--- config.mk ---
export PLATFORM = sky130hd
export DESIGN_NAME = fetch_stage
export DESIGN_NICKNAME = d
export VERILOG_FILES = /design/src/rtl/fetch_stage_pkg.sv /design/src/rtl/fetch_buffer.sv /design/src/rtl/fetch_stage.sv
export SDC_FILE = /design/constraint.sdc
export NUM_CORES = 1
export LEC_CHECK = 0
export BUFFER_PORTS_ARGS = -buffer_cell sky130_fd_sc_hd__buf_2
export CORE_MARGIN = 2
export CORE_UTILIZATION = 40
export CTS_BUF_LIST = sky130_fd_sc_hd__clkbuf_4
export DETAILED_ROUTE_END_ITERATION = 10
export GPL_TIMING_DRIVEN = 1
export PLACE_DENSITY = 0.71
export SYNTH_ARGS = -nofsm -noshare
export SYNTH_HDL_FRONTEND = slang
export SYNTH_HIERARCHICAL = 1
export SYNTH_SLANG_ARGS = --single-unit
--- constraint.sdc ---
create_clock -name clk -period 6.6 [get_ports clk]
set_input_delay 0.66 -clock clk [delete_from_list [all_inputs] [get_ports clk]]
set_output_delay 0.66 -clock clk [all_outputs]
set_load 0.03 [all_outputs]
--- src/rtl/fetch_stage_pkg.sv ---
// Shared types for the fetch stage: decode handoff record, FSM encoding and
// the bubble instruction.
package Bundle;

    localparam logic [31:0] NOP_INST = 32'h0000_0013;

    typedef enum logic [1:0] {
        IDLE,
        WAIT,
        DRAIN
    } FetchState;

    typedef struct packed {
        logic        valid;
        logic [31:0] inst;
        logic [31:0] pc;
    } FetchToDecode;

endpackage

--- src/rtl/fetch_buffer.sv ---
// Small FIFO of fetched {pc, inst} pairs between instruction memory and decode.
// Flush has priority over push and pop.
module fetch_buffer #(
    parameter  int unsigned DEPTH = 1,
    localparam int unsigned PTR_W = (DEPTH > 1) ? $clog2(DEPTH) : 1,
    localparam int unsigned CNT_W = $clog2(DEPTH + 1)
) (
    input  logic             clk_i,
    input  logic             rst_ni,
    input  logic             push_i,
    input  logic             pop_i,
    input  logic             flush_i,
    input  logic [31:0]      push_pc_i,
    input  logic [31:0]      push_inst_i,
    output logic [31:0]      head_pc_o,
    output logic [31:0]      head_inst_o,
    output logic             full_o,
    output logic             empty_o,
    output logic [CNT_W-1:0] count_o
);

    localparam logic [PTR_W-1:0] LAST = PTR_W'(DEPTH - 1);

    logic [DEPTH-1:0][31:0] pc_q;
    logic [DEPTH-1:0][31:0] inst_q;
    logic [PTR_W-1:0]       rd_q, wr_q;
    logic [CNT_W-1:0]       cnt_q;
    logic                   do_push, do_pop;

    function automatic logic [PTR_W-1:0] nxt(input logic [PTR_W-1:0] p);
        return (p == LAST) ? '0 : p + 1'b1;
    endfunction

    assign full_o      = (cnt_q == CNT_W'(DEPTH));
    assign empty_o     = (cnt_q == '0);
    assign count_o     = cnt_q;
    assign head_pc_o   = pc_q[rd_q];
    assign head_inst_o = inst_q[rd_q];
    assign do_pop      = pop_i && !empty_o;
    // A full buffer still takes a push when the head leaves in the same cycle.
    assign do_push     = push_i && (!full_o || do_pop);

    always_ff @(posedge clk_i or negedge rst_ni) begin
        if (!rst_ni) begin
            pc_q   <= '0;
            inst_q <= '0;
            rd_q   <= '0;
            wr_q   <= '0;
            cnt_q  <= '0;
        end else if (flush_i) begin
            rd_q   <= '0;
            wr_q   <= '0;
            cnt_q  <= '0;
        end else begin
            if (do_push) begin
                pc_q[wr_q]   <= push_pc_i;
                inst_q[wr_q] <= push_inst_i;
                wr_q         <= nxt(wr_q);
            end
            if (do_pop) rd_q <= nxt(rd_q);
            cnt_q <= cnt_q + CNT_W'(do_push) - CNT_W'(do_pop);
        end
    end

endmodule

--- src/rtl/fetch_stage.sv ---
// Instruction fetch: one outstanding imem request, in-order responses, buffer to decode.
// FETCH_SKID_BUFFER_EN selects a 2-entry buffer (1 instr/cycle) instead of 1 entry.
module fetch_stage #(
    parameter logic [31:0] RESET_PC = 32'h0000_2000,
    parameter logic [31:0] NOP_INST = Bundle::NOP_INST
) (
    input  logic        clk,
    input  logic        reset,
    output logic        imem_req_valid,
    input  logic        imem_req_ready,
    output logic [31:0] imem_req_addr,
    input  logic        imem_resp_valid,
    input  logic [31:0] imem_resp_data,
    input  logic        redirect_valid,
    input  logic [31:0] redirect_pc,
    input  logic        dec_stall,
    output logic        dec_valid,
    output logic [31:0] dec_inst,
    output logic [31:0] dec_pc
);
    import Bundle::*;

`ifdef FETCH_SKID_BUFFER_EN
    localparam int unsigned DEPTH = 2;
`else
    localparam int unsigned DEPTH = 1;
`endif
    localparam int unsigned CNT_W = $clog2(DEPTH + 1);

    FetchState        state_q;
    logic [31:0]      fetch_pc_q, req_pc_q, last_pc_q;
    logic             run_q;
    logic             buf_full, buf_empty;
    logic [CNT_W-1:0] buf_count;
    logic [31:0]      head_pc, head_inst;
    logic             resp_ok, pop, accept, slot_ok;
    logic [CNT_W:0]   occ_after;
    logic             redirect_lsb_unused;
    FetchToDecode     dec_out;

    assign redirect_lsb_unused = ^redirect_pc[1:0];

    // Redirect kills the in-flight response and any pop this cycle.
    assign resp_ok = (state_q == WAIT) && imem_resp_valid && !redirect_valid;
    assign pop     = !buf_empty && !dec_stall && !redirect_valid;

    // A new request reserves one slot for its eventual response.
    assign occ_after = {1'b0, buf_count} + (CNT_W+1)'(resp_ok) - (CNT_W+1)'(pop);
    assign slot_ok   = occ_after < (CNT_W+1)'(DEPTH);

    assign imem_req_valid = run_q && !redirect_valid && slot_ok && !(buf_full && !pop)
                          && ((state_q == IDLE) || resp_ok);
    assign imem_req_addr  = fetch_pc_q;
    assign accept         = imem_req_valid && imem_req_ready;

    fetch_buffer #(.DEPTH(DEPTH)) u_buf (
        .clk_i       (clk),
        .rst_ni      (reset),
        .push_i      (resp_ok),
        .pop_i       (pop),
        .flush_i     (redirect_valid),
        .push_pc_i   (req_pc_q),
        .push_inst_i (imem_resp_data),
        .head_pc_o   (head_pc),
        .head_inst_o (head_inst),
        .full_o      (buf_full),
        .empty_o     (buf_empty),
        .count_o     (buf_count)
    );

    always_comb begin
        dec_out = '{valid: !buf_empty, inst: NOP_INST, pc: last_pc_q};
        if (!buf_empty) begin
            dec_out.inst = head_inst;
            dec_out.pc   = head_pc;
        end
    end

    assign dec_valid = dec_out.valid;
    assign dec_inst  = dec_out.inst;
    assign dec_pc    = dec_out.pc;

    always_ff @(posedge clk or negedge reset) begin
        if (!reset) begin
            state_q    <= IDLE;
            fetch_pc_q <= {RESET_PC[31:2], 2'b00};
            req_pc_q   <= {RESET_PC[31:2], 2'b00};
            last_pc_q  <= RESET_PC;
            run_q      <= 1'b0;
        end else begin
            run_q <= 1'b1;
            if (pop) last_pc_q <= head_pc;
            if (accept) begin
                req_pc_q   <= fetch_pc_q;
                fetch_pc_q <= fetch_pc_q + 32'd4;
            end
            if (redirect_valid) begin
                fetch_pc_q <= {redirect_pc[31:2], 2'b00};
                // Still owed a response that must be dropped -> DRAIN.
                if ((state_q == WAIT || state_q == DRAIN) && !imem_resp_valid) state_q <= DRAIN;
                else                                                           state_q <= IDLE;
            end else begin
                case (state_q)
                    IDLE:    if (accept) state_q <= WAIT;
                    WAIT:    if (imem_resp_valid) state_q <= accept ? WAIT : IDLE;
                    DRAIN:   if (imem_resp_valid) state_q <= IDLE;
                    default: state_q <= IDLE;
                endcase
            end
        end
    end

endmodule

# == Word level (Yosys, flattened, before mapping) ==
# Cells that the tools add are included.
# classes
bitwise,1
reduce_logical,29
add_sub_neg,7
n_lt_le_gt_ge,4
n_eq_ne,5
muxes,22
# op_table
operator,n
32-bit 2-to-1 mux,5
32-bit bitwise mux,2
64-bit 2-to-1 mux,1
"32-bit by 3-bit adder with 32-bit output, second input constant",1
1-bit logical AND,14
2-bit 2-to-1 mux,5
"3-bit inequality test, second input constant",3
1-bit 2-to-1 mux,8
1-bit zero test,6
2-bit case mux with 3 select lines,1
2-bit nonzero test,3
1-bit logical OR,3
3-bit AND reduction,1
"1-bit adder, second input constant",2
1-bit by 1-bit adder with 2-bit output,1
"2-bit by 1-bit equality test with 1-bit output, second input constant",1
"2-bit equality test, second input constant",1
2-bit zero test,1
"1-bit < comparator, second input constant",2
"2-bit by 1-bit < comparator with 1-bit output, second input constant",1
2-bit AND reduction,1
2-bit by 1-bit subtractor with 2-bit output,1
1-bit adder,1
"1-bit greater-or-equal comparator, second input constant",1
2 further kinds,2
# totals
output_inout_bits,98
wordCells,78
in_bits,70
regBits,166

# == Depth between registers and ports, before layout ==
# depth
ltp_word,14
mapped_depth,14

# == By module ==
# Netlist, hierarchy kept.
# by_module_without_submodules
module,area_per_inst_um2,cells_each,n_inst
fetch_stage,4972.3,500,1
fetch_buffer,2748.9,142,1

# == Worst setup path after synthesis ==
# OpenSTA, ideal clock, no wires.
# synth_path
path_type,input -> register
from,input port dec_stall
to,"register fetch_pc_q[24], in the netlist imem_req_addr[24]"
setup_ns,0.120
path_stages,11
n_path_buf,2
required_time_ns,6.480
slack_ns,2.963
t_arrival_ns,3.517
cell_sequence,nor3_1 -> clkbuf_1 -> ha_1 -> inv_1 -> ha_1 -> nor3b_1 -> o2111a_1 -> buf_4 -> nand3_1 -> or3_1 -> a31o_2
# synth_via
elab_chain_len,10
word_cells_on_any_way,13
classes_between,1 x add/sub; 1 x order compare; 11 x reduce/logical
# synth_lines
item,line,rtl
"start, declared",fetch_stage.sv:16,"input logic dec_stall,"
1-bit zero test *,fetch_stage.sv:45,assign pop = !buf_empty && !dec_stall && !redirect_valid;
1-bit logical AND * (2 in a row),fetch_stage.sv:45,
via pop,fetch_stage.sv:36,"logic resp_ok, pop, accept, slot_ok;"
2-bit by 1-bit subtractor with 2-bit output / 1-bit zero test (equally long branches),"fetch_stage.sv:48, fetch_stage.sv:51",
2-bit by 1-bit < comparator with 1-bit output / 1-bit logical AND (equally long branches),"fetch_stage.sv:49, fetch_stage.sv:51",
1-bit logical AND / 1-bit zero test (equally long branches),fetch_stage.sv:51,assign imem_req_valid = run_q && !redirect_valid && slot_ok && !(buf_full && !pop)
1-bit logical AND *,fetch_stage.sv:51,
1-bit logical AND *,fetch_stage.sv:52,&& ((state_q == IDLE) || resp_ok);
via imem_req_valid,fetch_stage.sv:9,"output logic imem_req_valid,"
1-bit logical AND *,fetch_stage.sv:54,assign accept = imem_req_valid && imem_req_ready;
2-bit nonzero test (no source line) *,n/a,
"end signal, assigned",fetch_stage.sv:86,"fetch_pc_q <= {RESET_PC[31:2], 2'b00};"
"end signal, assigned",fetch_stage.sv:95,fetch_pc_q <= fetch_pc_q + 32'd4;
"end signal, assigned",fetch_stage.sv:98,"fetch_pc_q <= {redirect_pc[31:2], 2'b00};"
"end, declared",fetch_stage.sv:31,"logic [31:0] fetch_pc_q, req_pc_q, last_pc_q;"
# The timed path passes the listed nets; every way through them passes the cells marked *.
# A chain may end at the register's enable or synchronous reset.

# == Worst setup path in the final report ==
# layout_path
from,register state_q[1]
to,"register fetch_pc_q[8], in the netlist imem_req_addr[8]"
# layout_via
elab_chain_len,11
word_cells_on_any_way,13
classes_between,2 x add/sub; 1 x order compare; 1 x eq/ne; 9 x reduce/logical
# layout_lines
item,line,rtl
"start, declared",fetch_stage.sv:30,FetchState state_q;
"start signal, assigned",fetch_stage.sv:105,WAIT: if (imem_resp_valid) state_q <= accept ? WAIT : IDLE;
2-bit by 1-bit equality test with 1-bit output *,fetch_stage.sv:44,assign resp_ok = (state_q == WAIT) && imem_resp_valid && !redirect_valid;
1-bit logical AND * (2 in a row),fetch_stage.sv:44,
via resp_ok,fetch_stage.sv:36,
1-bit by 1-bit adder with 2-bit output,fetch_stage.sv:48,"assign occ_after = {1'b0, buf_count} + (CNT_W+1)'(resp_ok) - (CNT_W+1)'(pop);"
2-bit by 1-bit subtractor with 2-bit output,fetch_stage.sv:48,
2-bit by 1-bit < comparator with 1-bit output,fetch_stage.sv:49,assign slot_ok = occ_after < (CNT_W+1)'(DEPTH);
1-bit logical AND (2 in a row),fetch_stage.sv:51,
1-bit logical AND *,fetch_stage.sv:52,
1-bit logical AND *,fetch_stage.sv:54,
2-bit nonzero test (no source line) *,n/a,
# Marked as above.

==> metrics.md <==
| Metric | Value |
|---|---|
| Area taken by multi-input logic gates | `3400 µm²` |
| Nature of the critical path endpoint | `flop` |
| Status | `completed` |
| Die ar. | `20400 µm²` |
| Drt pass-1 iters | `5` |
| Synth Area in Compound Gates | `5.75%` |
| Post-DP HPWL | `11.9 mm` |
| WP buf/inv | `4` |
| Max Slew Vio Count | `0` |
| Routed WL | `~17 mm` |
| CTS Buffer Depth | `2` |
| Seq cells post-synth | `160` |
| Design area | `8990 µm²` |
| Worst path slowest cell | `nand2_1` |
| FILL cells | `1713` |
| RSZ-0062 raised after global routing | `false` |
| Placed Area | `8690 µm²` |
| DRC Markers | `0` |
| Power Density | `267 nW/µm²` |
| Congestion Overflow GR | `0` |
| CP Launch Type | `flop` |
| Fin crit period | `4.16 ns` |
| H-tree depth | `4` |
| R2R Setup Slk | `2.44 ns` |
| Post-route ant nets | `0` |
| Setup TNS Final | `0 ns` |
| WP depth | `13` |
| Root Driver | `clkbuf_4` |
| Clk_lat worst skew | `0.55 ns` |
| Antenna violations before repair | `0` |
| Seq/Total Area, Yosys | `51.9%` |
| 1st-iter DRT viols | `299` |
| # setup viols final | `0` |
| Clock slew at reported path FFs | `0.14 ns` |
| Simple-gate share of the synthesized area | `about 14%` |
| CP Max Fanout | `37` |
| R2R depth | `13` |
| Worst r2r dst | `imem_req_addr[8]` |
| Area grow syn2layout | `16.4%` |
| Fmax | `~240 MHz` |
| Pin count of the biggest net entering global routing | `approximately 110` |
| MaxCap Viol Count | `0` |
| Data arrival time of the worst path | `4.60 ns` |
| Core area | `18800 µm²` |
| M1 wire length | `8.61 mm` |
| N_diodes | `0` |
| Slew margin rel. | `23.7%` |
| Detail-routed via count per cell | `between 5 and 6` |
| VDD IR max | `0.119 mV` |
| CTS tree | `done` |
| Routed length on met3 | `about 1.2 mm` |
| Largest family of logic cells by synthesized area | `multiplexers` |
| CTS Buf Count | `17` |
| Data required, critical path | `slightly above 7 ns` |
| Met2 wire len | `7.47 mm` |
| Setup crit start | `state_q[1]` |
| Nets@finish | `872` |
| CTS Hold Bufs | `0` |
| IO Pins | `168` |
| Cells after synthesis | `642` |
| Distinct cells, synth | `60` |
| Number of global-route vias before repair | `5121` |
| Post-synth EDFFs | `0` |
| Routability Congestion | `0.823` |
| Most common cell after layout, fill and taps aside | `buf_2` |
| Clock Skew | `0.0238 ns` |
| Buffer count from post-CTS setup fixing | `0` |
| CP Class | `reg -> reg` |
| Async S/R FF share, synth | `100%` |
| Critical Path End | `imem_req_addr[8]` |
| Post-Synth Adder-Cell Area | `0.972%` |
| PortBufs | `163` |
| Layout cells sized above 1 | `43.1%` |
| Sequence of cells on the critical path | `inv_1 > ha_1 > and3b_1 > inv_1 > ha_1 > inv_1 > ha_1 > nor3b_1 > o2111a_1 > nand2_1 > buf_4 > o311ai_0 > nand3b_1` |
| Via count | `5401` |
| Die height | `around 140 µm` |
| Post-Synth XOR/XNOR Area | `1.02%` |
| Leak | `4.52 nW` |
| FF-to-FF Start | `state_q[1]` |
| FF/Latch Area | `4010 µm²` |
| Mux cell area share after synthesis | `21.8%` |
| Worst slew pin tran | `~1.1 ns` |
| Synth warn | `6` |
| Endpoints failing hold | `0` |
| CP max stage delay | `0.80 ns` |
| Synthesized area | `between 7000 and 8000 µm²` |
| Synth Flop Type | `dfrtp_1` |
| Most frequent cells in the layout | `162 x buf_2, 157 x dfrtp_1, 106 x nand2_1` |
| DR WL/cell | `approximately 16 µm` |
| Initial core utilization | `41.0%` |
| Top Metal Used | `met4` |
| Die width | `between 100 and 150 µm` |
| Crit-path leading delay family | `simple AND/OR/NAND/NOR gates` |
| Mean post-synth cell area | `12.0 µm²` |
| CTS sink count | `between 150 and 200` |
| Gr usage total | `between 15 and 20%` |
| First-pass GRT wire length | `between 20 and 30 mm` |
| Post-cts gate resize count | `0` |
| Cell Rows | `50` |
| HP Class | `in -> async` |
| Final period utilization | `63.0%` |
## state kept, by name, indices dropped and copies added, names as in the netlist
name	flops
state_q	2
u_buf/count_o	1
u_buf/pc_q	32
last_pc_q	32
imem_req_addr	30
u_buf/inst_q	32
req_pc_q	30
run_q	1
## worst min-delay path by stage
stage | cells after the start | to | from
after floorplan | 0 | imem_req_addr[10] | reset
after global placement | 2 | req_pc_q[5] | req_pc_q[5]
after detailed placement | 2 | req_pc_q[28] | req_pc_q[28]
after CTS | 1 | u_buf/inst_q[10] | reset
after global routing | 1 | u_buf/inst_q[10] | reset
final | 1 | u_buf/inst_q[10] | reset
## per-layer routing
| layer | vias to the layer above | global-route usage [%] |
|---|---|---|
| met5 | - | 0 |
| met4 | 0 | 4.69 |
| met3 | 13 | 4.29 |
| met2 | 225 | 25.5 |
| met1 | 2614 | 25.6 |
| li1 | 2549 | - |
## power by group
part           internal, W  leakage [nW]  switching (W)
logic             0.000257          2.28       0.000226
registers          0.00117          2.09       0.000139
clock network     0.000235         0.147       0.000366
total              0.00167          4.52       0.000731
## kinds of logic after synthesis
| group | Yosys count |
|---|---|
| compound gates | 64 |
| flops | 160 |
| fa+ha+maj | 6 |
| other cells | 2 |
| buf+inv | 57 |
| mux | 130 |
| xor+xnor | 9 |
| simple gates | 214 |
## stage by stage
| step | instances | setup WS (ns) | power, W | hold WS, ns | utilization (%) |
|---|---|---|---|---|---|
| after detailed placement | 1037 | 2.30 | 0.00182 | 0.468 | 46.2 |
| after global routing | 1069 | 2.07 | 0.00254 | 0.238 | 47.7 |
| after floorplan | 645 | 2.96 | 0.00166 | 0.364 | - |
| after global placement | 1037 | 2.32 | 0.00180 | 0.460 | 46.2 |
| after CTS | 1069 | 2.46 | 0.00243 | 0.216 | 47.7 |
| final | 1069 | 2.44 | 0.00240 | 0.233 | 47.7 |
## worst reg2reg max path, cell delays in order (launching register included)
cell and delay [ns]:
dfrtp_1 0.42, inv_1 0.10, ha_1 0.21, and3b_1 0.25
inv_1 0.06, ha_1 0.26, inv_1 0.04, ha_1 0.26
nor3b_1 0.17, o2111a_1 0.54, nand2_1 0.80, buf_4 0.49
o311ai_0 0.36, nand3b_1 0.11
## synth_stat cells (4+ instances only)
library cell	number	area share (%)
nor2b_1	30	2.4
dfrtp_1	157	51
buf_12	6	1.6
nand4_1	13	1.1
a21oi_1	8	0.52
mux2_4	60	12
o211ai_1	5	0.49
xor2_1	7	0.79
nor2_1	7	0.34
nor3_1	7	0.45
a221o_1	6	0.78
ha_1	6	0.97
and3_1	8	0.65
inv_1	18	0.87
nand3_1	16	1.0
buf_1	7	0.34
nand2_1	106	5.2
clkbuf_1	19	0.92
o21ai_0	21	1.4
mux2_2	68	9.9
buf_4	4	0.39
nor4_1	4	0.32
## layout make-up
cell class | count | area share [%]
flip-flops and latches | 160 | 44.6
multi-input cells | 428 | 37.8
repair buffers | 171 | 9.95
well taps | 260 | 3.62
clock inverters | 14 | 1.77
clock buffers | 18 | 1.50
inverters | 18 | 0.752
Note: power is estimated with default switching activity, not from simulation.
